[src/rtl/multicycle_control_if.sv]
// Control bundle between the multicycle control FSM and the datapath.
// master = FSM side (drives control), slave = datapath side.
interface multicycle_control_if;
  logic [6:0] opcode;
  logic       zero;
  logic       mem_ready;
  logic [1:0] aluop;
  logic [1:0] alusrca;
  logic [1:0] alusrcb;
  logic [1:0] result_src;
  logic       adr_src;
  logic       ir_write;
  logic       pc_write;
  logic       mem_write;
  logic       reg_write;
  logic       illegal;
  logic [3:0] state;

  modport master (
    input  opcode, zero, mem_ready,
    output aluop, alusrca, alusrcb, result_src, adr_src,
           ir_write, pc_write, mem_write, reg_write, illegal, state
  );

  modport slave (
    output opcode, zero, mem_ready,
    input  aluop, alusrca, alusrcb, result_src, adr_src,
           ir_write, pc_write, mem_write, reg_write, illegal, state
  );
endinterface

[src/rtl/multicycle_control.sv]
// Main control FSM of the multicycle RISC-V core (lw, sw, R-type, beq; other opcodes trap).
// Optional macro MC_MEM_WAIT_EN adds memory wait states in FETCH, MEMREAD and MEMWRITE.
module multicycle_control (
  input  logic                        clk,
  input  logic                        reset,
  multicycle_control_if.master        bus
);

  localparam logic [3:0] S_FETCH    = 4'd0;
  localparam logic [3:0] S_DECODE   = 4'd1;
  localparam logic [3:0] S_MEMADR   = 4'd2;
  localparam logic [3:0] S_MEMREAD  = 4'd3;
  localparam logic [3:0] S_MEMWB    = 4'd4;
  localparam logic [3:0] S_MEMWRITE = 4'd5;
  localparam logic [3:0] S_EXECUTE  = 4'd6;
  localparam logic [3:0] S_ALUWB    = 4'd7;
  localparam logic [3:0] S_BRANCH   = 4'd8;
  localparam logic [3:0] S_TRAP     = 4'd9;

  localparam logic [6:0] OP_LW  = 7'b0000011;
  localparam logic [6:0] OP_SW  = 7'b0100011;
  localparam logic [6:0] OP_R   = 7'b0110011;
  localparam logic [6:0] OP_BEQ = 7'b1100011;

  logic [3:0] state_q;
  logic [3:0] state_d;
  logic       mem_ready_w;

`ifdef MC_MEM_WAIT_EN
  assign mem_ready_w = bus.mem_ready;
`else
  logic unused_mem_ready;
  assign unused_mem_ready = bus.mem_ready;
  assign mem_ready_w      = 1'b1;
`endif

  always_comb begin
    state_d = state_q;
    case (state_q)
      S_FETCH:    state_d = mem_ready_w ? S_DECODE : S_FETCH;
      S_DECODE: begin
        case (bus.opcode)
          OP_LW, OP_SW: state_d = S_MEMADR;
          OP_R:         state_d = S_EXECUTE;
          OP_BEQ:       state_d = S_BRANCH;
          default:      state_d = S_TRAP;
        endcase
      end
      // IR is stable since FETCH, so re-reading the opcode here is safe
      S_MEMADR:   state_d = (bus.opcode == OP_SW) ? S_MEMWRITE : S_MEMREAD;
      S_MEMREAD:  state_d = mem_ready_w ? S_MEMWB : S_MEMREAD;
      S_MEMWB:    state_d = S_FETCH;
      S_MEMWRITE: state_d = mem_ready_w ? S_FETCH : S_MEMWRITE;
      S_EXECUTE:  state_d = S_ALUWB;
      S_ALUWB:    state_d = S_FETCH;
      S_BRANCH:   state_d = S_FETCH;
      S_TRAP:     state_d = S_TRAP;
      default:    state_d = S_FETCH;
    endcase
  end

  always_ff @(posedge clk or posedge reset) begin
    if (reset) begin
      state_q <= S_FETCH;
    end else begin
      state_q <= state_d;
    end
  end

  logic [1:0] aluop;
  logic [1:0] alusrca;
  logic [1:0] alusrcb;
  logic [1:0] result_src;
  logic       adr_src;
  logic       ir_write;
  logic       pc_update;
  logic       branch;
  logic       mem_write;
  logic       reg_write;
  logic       illegal;

  always_comb begin
    aluop      = 2'b00;
    alusrca    = 2'b00;
    alusrcb    = 2'b00;
    result_src = 2'b00;
    adr_src    = 1'b0;
    ir_write   = 1'b0;
    pc_update  = 1'b0;
    branch     = 1'b0;
    mem_write  = 1'b0;
    reg_write  = 1'b0;
    illegal    = 1'b0;
    case (state_q)
      S_FETCH: begin
        ir_write   = mem_ready_w;
        pc_update  = mem_ready_w;
        alusrcb    = 2'b10;
        result_src = 2'b10;
      end
      S_DECODE: begin
        alusrca = 2'b01;
        alusrcb = 2'b01;
      end
      S_MEMADR: begin
        alusrca = 2'b10;
        alusrcb = 2'b01;
      end
      S_MEMREAD: adr_src = 1'b1;
      S_MEMWB: begin
        result_src = 2'b01;
        reg_write  = 1'b1;
      end
      S_MEMWRITE: begin
        adr_src   = 1'b1;
        mem_write = 1'b1;
      end
      S_EXECUTE: begin
        alusrca = 2'b10;
        aluop   = 2'b10;
      end
      S_ALUWB: reg_write = 1'b1;
      S_BRANCH: begin
        alusrca = 2'b10;
        aluop   = 2'b01;
        branch  = 1'b1;
      end
      S_TRAP: illegal = 1'b1;
      default: ;
    endcase
    // Reset masks every output combinationally so strobes drop within the reset cycle
    if (reset) begin
      aluop      = 2'b00;
      alusrca    = 2'b00;
      alusrcb    = 2'b00;
      result_src = 2'b00;
      adr_src    = 1'b0;
      ir_write   = 1'b0;
      pc_update  = 1'b0;
      branch     = 1'b0;
      mem_write  = 1'b0;
      reg_write  = 1'b0;
      illegal    = 1'b0;
    end
  end

  assign bus.aluop      = aluop;
  assign bus.alusrca    = alusrca;
  assign bus.alusrcb    = alusrcb;
  assign bus.result_src = result_src;
  assign bus.adr_src    = adr_src;
  assign bus.ir_write   = ir_write;
  assign bus.pc_write   = pc_update | (branch & bus.zero);
  assign bus.mem_write  = mem_write;
  assign bus.reg_write  = reg_write;
  assign bus.illegal    = illegal;
  assign bus.state      = state_q;

endmodule

[src/flat_wrapper.sv]
// flat-port wrapper written by rule: the top's interface ports become plain ports
module multicycle_control_flat 
  (clk, reset, bus_opcode, bus_zero, bus_mem_ready, bus_aluop, bus_alusrca, bus_alusrcb, bus_result_src, bus_adr_src, bus_ir_write, bus_pc_write, bus_mem_write, bus_reg_write, bus_illegal, bus_state);
  multicycle_control_if bus_i ();
  input  logic clk;
  input  logic reset;
  input wire logic [$bits(bus_i.opcode)-1:0] bus_opcode;
  input wire logic [$bits(bus_i.zero)-1:0] bus_zero;
  input wire logic [$bits(bus_i.mem_ready)-1:0] bus_mem_ready;
  output wire logic [$bits(bus_i.aluop)-1:0] bus_aluop;
  output wire logic [$bits(bus_i.alusrca)-1:0] bus_alusrca;
  output wire logic [$bits(bus_i.alusrcb)-1:0] bus_alusrcb;
  output wire logic [$bits(bus_i.result_src)-1:0] bus_result_src;
  output wire logic [$bits(bus_i.adr_src)-1:0] bus_adr_src;
  output wire logic [$bits(bus_i.ir_write)-1:0] bus_ir_write;
  output wire logic [$bits(bus_i.pc_write)-1:0] bus_pc_write;
  output wire logic [$bits(bus_i.mem_write)-1:0] bus_mem_write;
  output wire logic [$bits(bus_i.reg_write)-1:0] bus_reg_write;
  output wire logic [$bits(bus_i.illegal)-1:0] bus_illegal;
  output wire logic [$bits(bus_i.state)-1:0] bus_state;
  assign bus_i.opcode = bus_opcode;
  assign bus_i.zero = bus_zero;
  assign bus_i.mem_ready = bus_mem_ready;
  assign bus_aluop = bus_i.aluop;
  assign bus_alusrca = bus_i.alusrca;
  assign bus_alusrcb = bus_i.alusrcb;
  assign bus_result_src = bus_i.result_src;
  assign bus_adr_src = bus_i.adr_src;
  assign bus_ir_write = bus_i.ir_write;
  assign bus_pc_write = bus_i.pc_write;
  assign bus_mem_write = bus_i.mem_write;
  assign bus_reg_write = bus_i.reg_write;
  assign bus_illegal = bus_i.illegal;
  assign bus_state = bus_i.state;
  multicycle_control u_core (.clk(clk), .reset(reset), .bus(bus_i));
endmodule
[config.mk]
export PLATFORM = sky130hd
export DESIGN_NAME = multicycle_control_flat
export DESIGN_NICKNAME = d
export VERILOG_FILES = /design/src/rtl/multicycle_control_if.sv /design/src/rtl/multicycle_control.sv /design/src/flat_wrapper.sv
export SDC_FILE = /design/constraint.sdc
export NUM_CORES = 1
export LEC_CHECK = 0
export ABC_CLOCK_PERIOD_IN_PS = 1900
export CAP_MARGIN = 15
export CORE_AREA = 2 2 39 41
export DETAILED_ROUTE_END_ITERATION = 12
export DIE_AREA = 0 0 41 43
export PLACE_DENSITY = 0.71
export SYNTH_ARGS = -nofsm -noshare
export SYNTH_HDL_FRONTEND = slang
export SYNTH_SLANG_ARGS = --single-unit
[constraint.sdc]
create_clock -name clk -period 1.9 [get_ports clk]
set_input_delay 0.285 -clock clk [delete_from_list [all_inputs] [get_ports clk]]
set_output_delay 0.285 -clock clk [all_outputs]
set_load 0.005 [all_outputs]
== Word level (Yosys, flattened, before mapping) ==
Index checks and enable logic that the tools add are counted.

* Input bits: 11
* Register bits: 4
* Memories: 0
* Bits in latches: 0
* Memory bits (read-only): 0
* Output and inout port bits: 18
* RAM bits: 0
* Logic and storage cells: 45

* Multiplexer cells: 23
* Shift-type cells: 0
* Bitwise gates (word level): 2
* Equality and inequality tests: 13
* Add/subtract/negate cells: 0
* $mul: 0
* Reductions and logical operators: 6
* $lt $le $gt $ge: 0
* Divide/modulo/power cells: 0

{| class="wikitable"
|+ Operator list
! operator !! count
|-
| case mux 4 bit (6 select lines) || 1
|-
| == test 4 x 3 -> 1 bit, second input constant || 4
|-
| case mux 2 bit (2 select lines) || 4
|-
| == test 7 x 6 -> 1 bit, second input constant || 2
|-
| 2-to-1 mux 1 bit || 12
|-
| case mux 4 bit (3 select lines) || 1
|-
| == test 4 x 2 -> 1 bit, second input constant || 2
|-
| == test 4 bit, second input constant || 2
|-
| 2-to-1 mux 2 bit || 4
|-
| OR reduction 2 bit || 4
|-
| == test 7 x 2 -> 1 bit, second input constant || 1
|-
| == test 7 bit, second input constant || 1
|-
| == test 4 x 1 -> 1 bit, second input constant || 1
|-
| logical NOT 4 bit || 1
|-
| 2-to-1 mux 3 bit || 1
|-
| OR reduction 3 bit || 1
|-
| AND 1 bit || 1
|-
| OR 1 bit || 1
|}

== Logic depth before layout (Yosys ltp) ==
Gate-level depths: netlist of the first run.

* Word-level depth: 5
* Gate-level depth with buffers: 4
* Depth with buffers taken out: 3

== Least setup slack after synthesis of the first run ==
Ideal clock, no wire load.

* Path kind: flip-flop to output port
* Start: register u_core.state_q[1], in the netlist u_core.bus.state[1]
* End: output port bus_alusrcb[1]
* Stages on the path, launching flop included: 4
* Setup slack: 0.327 ns
* Arrival time: 1.288 ns
* Path through: dfrtp_1 or3_1 nor3_1 buf_4

* Word-level cells in the longest chain between the ends: 4

{| class="wikitable"
|+ Ends and longest elaborated chain
! item !! line !! source
|-
| from (decl) || multicycle_control.sv:25 || <nowiki>logic [3:0] state_q;</nowiki>
|-
| from (signal assigned) || multicycle_control.sv:66 || <nowiki>state_q <= state_d;</nowiki>
|-
| == test 4 x 1 -> 1 bit / == test 4 x 2 -> 1 bit (equally long branches) || multicycle_control.sv:94 || <nowiki>case (state_q)</nowiki>
|-
| OR reduction 2 bit (no line) || - ||
|-
| case mux 2 bit (2 select lines) (*) || multicycle_control.sv:94 ||
|-
| 2-to-1 mux 2 bit (*) || multicycle_control.sv:132 || <nowiki>if (reset) begin</nowiki>
|-
| to (decl) || flat_wrapper.sv:12 || <nowiki>output wire logic [$bits(bus_i.alusrcb)-1:0] bus_alusrcb;</nowiki>
|}

Mark *: on every way between the ends. The rest lies on a longest branch, timed or not.

== Worst setup path in the final report of the first run ==
* Start: register u_core.state_q[1], in the netlist u_core.bus.state[1]
* End: output port bus_illegal

* Word-level cells in the longest chain between the ends: 3

{| class="wikitable"
|+ Ends and longest elaborated chain
! item !! line !! source
|-
| == test 4 bit || multicycle_control.sv:94 ||
|-
| 2-to-1 mux 1 bit || multicycle_control.sv:94 ||
|-
| 2-to-1 mux 1 bit || multicycle_control.sv:132 ||
|-
| to (decl) || flat_wrapper.sv:19 || <nowiki>output wire logic [$bits(bus_i.illegal)-1:0] bus_illegal;</nowiki>
|}

Every way passes these cells.

==> metrics.md, run 1 <==
| Metric | Value |
|---|---|
| Hold Path Class | `in2async` |
| Vias in the first global route | `489` |
| Gate Count Post-Synth | `50` |
| GPL Wtd Cong | `0.675` |
| Core area | `1380 sq um` |
| Final Skew | `0.00461 ns` |
| Drt first-iter violations | `3` |
| Bufs on Longest Clock Path | `2` |
| Worst-path clk slew | `0.04 ns` |
| Fmax | `0.546 GHz` |
| Reg area | `103 sq um` |
| CTS H-Tree Depth | `1` |
| Filler cell count | `135` |
| CTS tree | `built` |
| Hold Slack | `0.335 ns` |
| Reg2Reg Setup Slack | `0.37 ns` |
| CTS Sinks | `4` |
| Mean Syn Cell Area | `8.41 sq um` |
| Detail Route Antenna Nets | `0` |
| Sequential fraction of the synthesis area | `0.238` |
| Fin crit share | `0.963` |
| Vias | `517` |
| Status | `finished clean` |
| Final setup violation count | `0` |
| Relative slew slack | `0.745` |
| PnR worst setup slack | `0.0697 ns` |
| Port Buffers | `27` |
| First-pass GRT wire length | `1.99 mm` |
| RSZ-0062 raised after global routing | `no` |
| I/O pin cnt | `29` |
| Unique cell type count in the Yosys netlist | `26` |
| Worst endpoint required time | `1.62 ns` |
| Initial antenna violation count | `0` |
| Chip width | `41 um` |
| Core Rows | `14` |
| Kind of critical path | `reg2out` |
| Share of post-route cells with drive strength above 1 | `0.318` |
| Final hold violations | `0` |
| R2r endpoint | `u_core.bus.state[2]` |
| Worst endpoint data arrival time | `1.55 ns` |
| R2r worst-path depth | `4` |
| CTS Buf Count | `3` |
| Area delta synth->final | `97.0%` |
| Wire per inst | `12.2 um` |
| Maximum vdd drop | `0.250 mV` |
| DRT Wirelength | `1.24 mm` |
| Worst skew pair latency | `0.24 ns` |
| Initial Utilization | `0.304` |
| CP Capture Point | `bus_illegal` |
| Largest net degree at the start of global routing | `14` |
| Final #Nets | `98` |
| Power Density | `450 nW/um^2` |
| Lkg Pwr | `0.000387 uW` |
| Max reg flops | `4` |
| Seq cells post-synth | `4` |
| Syn_nets | `61` |
| Final Max Slew Viols | `0` |
| Multi-input logic area | `335 sq um` |
| Total track usage | `0.168` |
| DRC viols | `0` |
| Worst R2R Start | `u_core.bus.state[2]` |
| Crit path launch type | `flip-flop` |
| Vias/cell | `5.12` |
| Detail Placement HPWL | `922 um` |
| # Max-Cap Violations | `0` |
| Root Driver | `clkbuf_4` |
| CP Max Fanout | `11` |
| CP startpoint | `u_core.bus.state[1]` |
| # diodes | `0` |
| Slew @ Worst Pin | `0.373 ns` |
| YS warnings | `0` |
| Period minus WS final | `1.83 ns` |
| Mapped Area | `420 sq um` |
| Total gr overflow | `0` |
| Post-Place Worst Slack | `-0.294 ns` |
| Die area | `1760 sq um` |
| Worst Setup End Kind | `output port` |
| Die H | `43 um` |
| Number of iterations in the first detailed-routing pass | `4` |
==> logic make-up after synthesis <==
| group | share of synthesized area |
|---|---|
| AOI/OAI and AO/OA | 0.110 |
| xor gates and xnor gates | 0.0625 |
| buffers and inverters | 0.0892 |
| DFF | 0.238 |
| muxes | 0.0238 |
| and+or+nand+nor | 0.476 |
==> power by group <==
part | switching [uW] | internal (uW) | total (uW) | leakage (uW)
Sequential | 7.79 | 93.0 | 101 | 0.0000441
Clock | 34.5 | 70.6 | 105 | 0.0000138
Combinational | 69.1 | 97.3 | 166 | 0.000329
==> worst min path at each step <==
stage                     cells past startpoint                  end  slack (ns)                 from
final                                         4  u_core.bus.state[1]        0.34                reset
after CTS                                     4  u_core.bus.state[1]        0.32                reset
after global routing                          4  u_core.bus.state[1]        0.36                reset
after global placement                        2  u_core.bus.state[0]        0.64  u_core.bus.state[0]
after floorplan                               1  u_core.bus.state[0]        0.06                reset
after detailed placement                      2  u_core.bus.state[0]        0.66  u_core.bus.state[0]
==> per-stage QoR <==
step | instances | TNS, ns | power [uW] | utilization | cell area (sq um)
finish | 101 | 0 | 372 | 0.599 | 828
global route | 101 | 0 | 397 | 0.599 | 828
CTS | 101 | -0.0428 | 378 | 0.597 | 826
detailed placement | 94 | -1.69 | 247 | 0.527 | 729
global placement | 94 | -1.56 | 244 | 0.527 | 729
floorplan | 50 | 0 | 166 | - | 420
==> cell usage after synthesis <==
cell | n | area [sq um]
o32ai_1 | 2 | 17.5
or3b_2 | 1 | 8.76
nor3b_1 | 1 | 7.51
a21o_1 | 1 | 7.51
nor2b_1 | 3 | 18.8
buf_4 | 2 | 15.0
a21oi_1 | 1 | 5.00
dfrtp_1 | 4 | 100
nand2_1 | 1 | 3.75
inv_1 | 1 | 3.75
nand3_1 | 1 | 5.00
or4_4 | 1 | 11.3
nand4bb_4 | 1 | 27.5
clkbuf_1 | 1 | 3.75
nand3b_1 | 1 | 7.51
o21a_1 | 1 | 7.51
nor3_1 | 3 | 15.0
a2111oi_0 | 1 | 8.76
nand2b_1 | 6 | 37.5
nor4_1 | 2 | 12.5
nor2_1 | 4 | 15.0
xnor2_1 | 3 | 26.3
buf_2 | 3 | 15.0
or3_1 | 2 | 12.5
nor4b_1 | 2 | 17.5
mux2i_1 | 1 | 10.0
==> critical path: stages (launching register included) <==
cell	delay, ns
dfrtp_1	0.39
buf_6	0.15
nand3b_1	0.17
nor2_1	0.10
clkdlybuf4s50_1	0.50
==> area by class of cell <==
| cell class | instances | area share |
|---|---|---|
| repair buffers | 38 | 0.415 |
| multi-input cells | 39 | 0.405 |
| flip-flops and latches | 4 | 0.124 |
| clock buffers | 3 | 0.0272 |
| well taps | 16 | 0.0242 |
| inverters | 1 | 0.00453 |
==> timing repair <==
action	4_1_cts	5_1_grt
hold endpoints to repair	0	0
gates resized for setup	27	1
setup endpoints to repair	14	5
pin swaps	2	2
hold buffers	0	0
setup buffers	4	0
==> layout by cell type (no fill, tap or decap), drive strengths merged, types with 2 or more instances in the layout <==
cell and n:
buf 11, clkbuf 3, clkdlybuf4s50 13, dfrtp 4, dlygate4sd2 12, nand2b 6
nor2 4, nor2b 3, nor3 3, nor4 2, nor4b 2, o32ai 2
or3 2, xnor2 3
==> metal layers <==
layer | global-route usage | part of all wire | routed length, um
met1 | 0.153 | 0.37 | 461
met5 | 0 | 0 | 0
met3 | 0.0576 | 0.11 | 135
met4 | 0.0800 | 0 | 0
met2 | 0.303 | 0.52 | 640
Note: power is estimated with default switching activity, not from simulation.
==> inputs of run 2 (changes only) <==
--- a/config.mk
+++ b/config.mk
@@ -5,9 +5,9 @@
 export SDC_FILE = /design/constraint.sdc
 export NUM_CORES = 1
 export LEC_CHECK = 0
-export ABC_CLOCK_PERIOD_IN_PS = 1900
 export CAP_MARGIN = 15
 export CORE_AREA = 2 2 39 41
+export CTS_CLUSTER_DIAMETER = 60
 export DETAILED_ROUTE_END_ITERATION = 12
 export DIE_AREA = 0 0 41 43
 export PLACE_DENSITY = 0.71
==> results of run 2 <==
No change in the layout: final DEF, timing and power equal those of run 1.
==> inputs of run 3 (changes only) <==
--- a/config.mk
+++ b/config.mk
@@ -6,10 +6,9 @@
 export NUM_CORES = 1
 export LEC_CHECK = 0
 export CAP_MARGIN = 15
-export CORE_AREA = 2 2 39 41
+export CORE_UTILIZATION = 30
 export CTS_CLUSTER_DIAMETER = 60
 export DETAILED_ROUTE_END_ITERATION = 12
-export DIE_AREA = 0 0 41 43
 export PLACE_DENSITY = 0.71
 export SYNTH_ARGS = -nofsm -noshare
 export SYNTH_HDL_FRONTEND = slang
==> constraint.sdc (replaced) <==
create_clock -name clk -period 1.6 [get_ports clk]
set_input_delay 0.24 -clock clk [delete_from_list [all_inputs] [get_ports clk]]
set_output_delay 0.24 -clock clk [all_outputs]
set_load 0.005 [all_outputs]
==> run 3 against run 2 <==
  * The run now ends with negative setup slack left
  * Sequential share of layout area decreased by 1.8 points
  * First-iteration DRC count rose by 67%
  * Setup slack worse by 0.17 ns
  * Combinational power up 53%
  * Cell area up 17%
  * Worst hold slack lost 0.0086 ns
  * Power up 32%
  * Critical path depth is 1 higher
  * Global-route usage rose by 0.76 points
  * Core utilization increased by 15 points
==> metrics.md, run 3 (synthesis results as in run 1) <==
| Metric | Value |
|---|---|
| Hold Path Class | `in2async (unchanged)` |
| Initial Utilization | `0.323 (was 0.304)` |
| # Max-Cap Violations | `0 (unchanged)` |
| CTS Buf Count | `3 (unchanged)` |
| Lkg Pwr | `0.000447 uW (was 0.000387 uW)` |
| Vias in the first global route | `492 (was 489)` |
| Slew @ Worst Pin | `0.405 ns (was 0.373 ns)` |
| Die area | `1560 sq um (was 1760 sq um)` |
| Final #Nets | `111 (was 98)` |
| Share of post-route cells with drive strength above 1 | `0.571 (was 0.318)` |
| CTS H-Tree Depth | `1 (unchanged)` |
| PnR worst setup slack | `-0.0960 ns (was 0.0697 ns)` |
| Root Driver | `clkbuf_4 (unchanged)` |
| DRT Wirelength | `1.37 mm (was 1.24 mm)` |
| Bufs on Longest Clock Path | `2 (unchanged)` |
| Relative slew slack | `0.723 (was 0.745)` |
| Fmax | `0.590 GHz` |
| Kind of critical path | `reg2out (unchanged)` |
| CTS Sinks | `4 (unchanged)` |
| Reg2Reg Setup Slack | `0.08 ns (was 0.37 ns)` |
| DP Area | `773 sq um (was 729 sq um)` |
| Cts hold-fix bufs | `0 (unchanged)` |
| Vias/cell | `4.86 (was 5.12)` |
| Clock power frac | `0.247 (was 0.282)` |
| Final Max Slew Viols | `0 (unchanged)` |
| # diodes | `0 (unchanged)` |
| Chip width | `39.4 um (was 41 um)` |
| Max reg flops | `4 (unchanged)` |
| Reg area | `103 sq um (unchanged)` |
| Wire per inst | `12.1 um (was 12.2 um)` |
| Core Rows | `13 (was 14)` |
| DRC viols | `0 (unchanged)` |
| Internal | `341 uW (was 261 uW)` |
| Period minus WS final | `1.70 ns` |
| Final setup violation count | `7 (was 0)` |
| R2r worst-path depth | `5 (was 4)` |
| Failing checks | `negative setup slack` |
| Sequential share of power | `0.235 (was 0.271)` |
| Fin crit share | `1.06` |
| Total track usage | `0.176 (was 0.168)` |
| Initial antenna violation count | `0 (unchanged)` |
| I/O pin cnt | `29 (unchanged)` |
| GPL Wtd Cong | `0.707 (was 0.675)` |
| CP Max Fanout | `3 (was 11)` |
| CTS tree | `built (unchanged)` |
| RSZ-0062 raised after global routing | `yes (was no)` |
| Core area | `1300 sq um (was 1380 sq um)` |
| Power Density | `505 nW/um^2 (was 450 nW/um^2)` |
| Crit path launch type | `flip-flop (unchanged)` |
| Area delta synth->final | `131% (was 97.0%)` |
| First-pass GRT wire length | `1.86 mm (was 1.99 mm)` |
| Die H | `39.4 um (was 43 um)` |
| Worst Setup End Kind | `output port (unchanged)` |
| Worst-path clk slew | `0.04 ns (about the same)` |
| Detail Placement HPWL | `923 um (was 922 um)` |
| Final hold violations | `0 (unchanged)` |
| Multi-input logic area | `385 sq um (was 335 sq um)` |
| Worst R2R Start | `u_core.bus.state[1] (was u_core.bus.state[2])` |
| Worst endpoint required time | `1.36 ns (was 1.62 ns)` |
| Switching Share | `0.304 (was 0.299)` |
| R2r endpoint | `u_core.bus.state[1] (was u_core.bus.state[2])` |
| Total gr overflow | `0 (unchanged)` |
| Final instance area | `971 sq um (was 828 sq um)` |
| Worst endpoint data arrival time | `1.46 ns (was 1.55 ns)` |
| Port Buffers | `27 (unchanged)` |
| Filler cell count | `101 (was 135)` |
| P_sw | `149 uW (was 111 uW)` |
| Number of iterations in the first detailed-routing pass | `3 (was 4)` |
| Detail Route Antenna Nets | `0 (unchanged)` |
| Status | `finished, violations left (was finished clean)` |
| Combinational Power Share | `0.518 (was 0.447)` |
| Drt first-iter violations | `5 (was 3)` |
| Largest net degree at the start of global routing | `14 (unchanged)` |
| Hold Slack | `0.327 ns (was 0.335 ns)` |
| Final Skew | `0.00173 ns (was 0.00461 ns)` |
| Vias | `549 (was 517)` |
| Worst skew pair latency | `0.23 ns (was 0.24 ns)` |
| Most common cell after layout, fill and taps aside | `buf_4 (was clkdlybuf4s50_1)` |
| Maximum vdd drop | `0.362 mV (was 0.250 mV)` |
| Commonest non-fill, non-tap cells in the layout | `buf_4, clkdlybuf4s50_1, buf_6 (was clkdlybuf4s50_1, dlygate4sd2_1, buf_4)` |
-- run 3: layout make-up --
cell class                      count  share of cell area
Clock buffer                        3              0.0232
Timing Repair Buffer               51               0.451
Sequential cell                     4               0.106
Tap cell                           15              0.0193
Multi-Input combinational cell     39               0.397
Inverter                            1             0.00387
-- run 3: how the worst max path moves through the flow --
| stage | start | endpoint | slack (ns) |
|---|---|---|---|
| 5_1_grt | u_core.bus.state[0] | bus_result_src[1] | -0.16 |
| 3_5_place_dp | reset | bus_ir_write | -0.52 |
| 4_1_cts | u_core.bus.state[0] | bus_ir_write | -0.14 |
| 3_3_place_gp | reset | bus_ir_write | -0.49 |
| 6_report | u_core.bus.state[0] | bus_ir_write | -0.1 |
| 2_1_floorplan | u_core.bus.state[1] | bus_alusrcb[1] | 0.07 |
-- run 3: critical path, stage by stage, from the launching register on --
cell and delay (ns):
dfrtp_1 0.37, or3_4 0.41, nor3_4 0.15, buf_6 0.13, buf_6 0.09, buf_6 0.08
-- run 3: routing by layer --
layer / GRT usage / part of all wire / vias to the layer above
li1: - / - / 277
met1: 0.162 / 0.39 / 250
met2: 0.373 / 0.54 / 22
met3: 0.0455 / 0.073 / 0
met4: 0.0259 / 0 / 0
met5: 0 / 0 / -
-- run 3: power groups by stage --
stage,sequential [uW],clock (uW),combinational (uW)
3_5_place_dp,122,0,187
6_report,115,121,254
3_3_place_gp,122,0,184
2_1_floorplan,118,0,79.5
5_1_grt,116,132,273
4_1_cts,115,125,233
-- run 3: repair_timing --
action	CTS	global route
resized for setup	65	12
gates cloned	0	0
buffers inserted	9	3
endpoints found under the setup margin	16	17
pin swaps	3	5
-- run 3: metrics by stage --
stage	power, uW	std cells	utilization	setup TNS [ns]	setup WS, ns
after floorplan	197	50	-	0	0.0722
after global placement	306	99	0.594	-4.74	-0.486
after detailed placement	309	99	0.594	-4.97	-0.517
after CTS	473	110	0.711	-0.400	-0.136
after global routing	521	113	0.746	-0.877	-0.157
final	491	113	0.746	-0.252	-0.0960
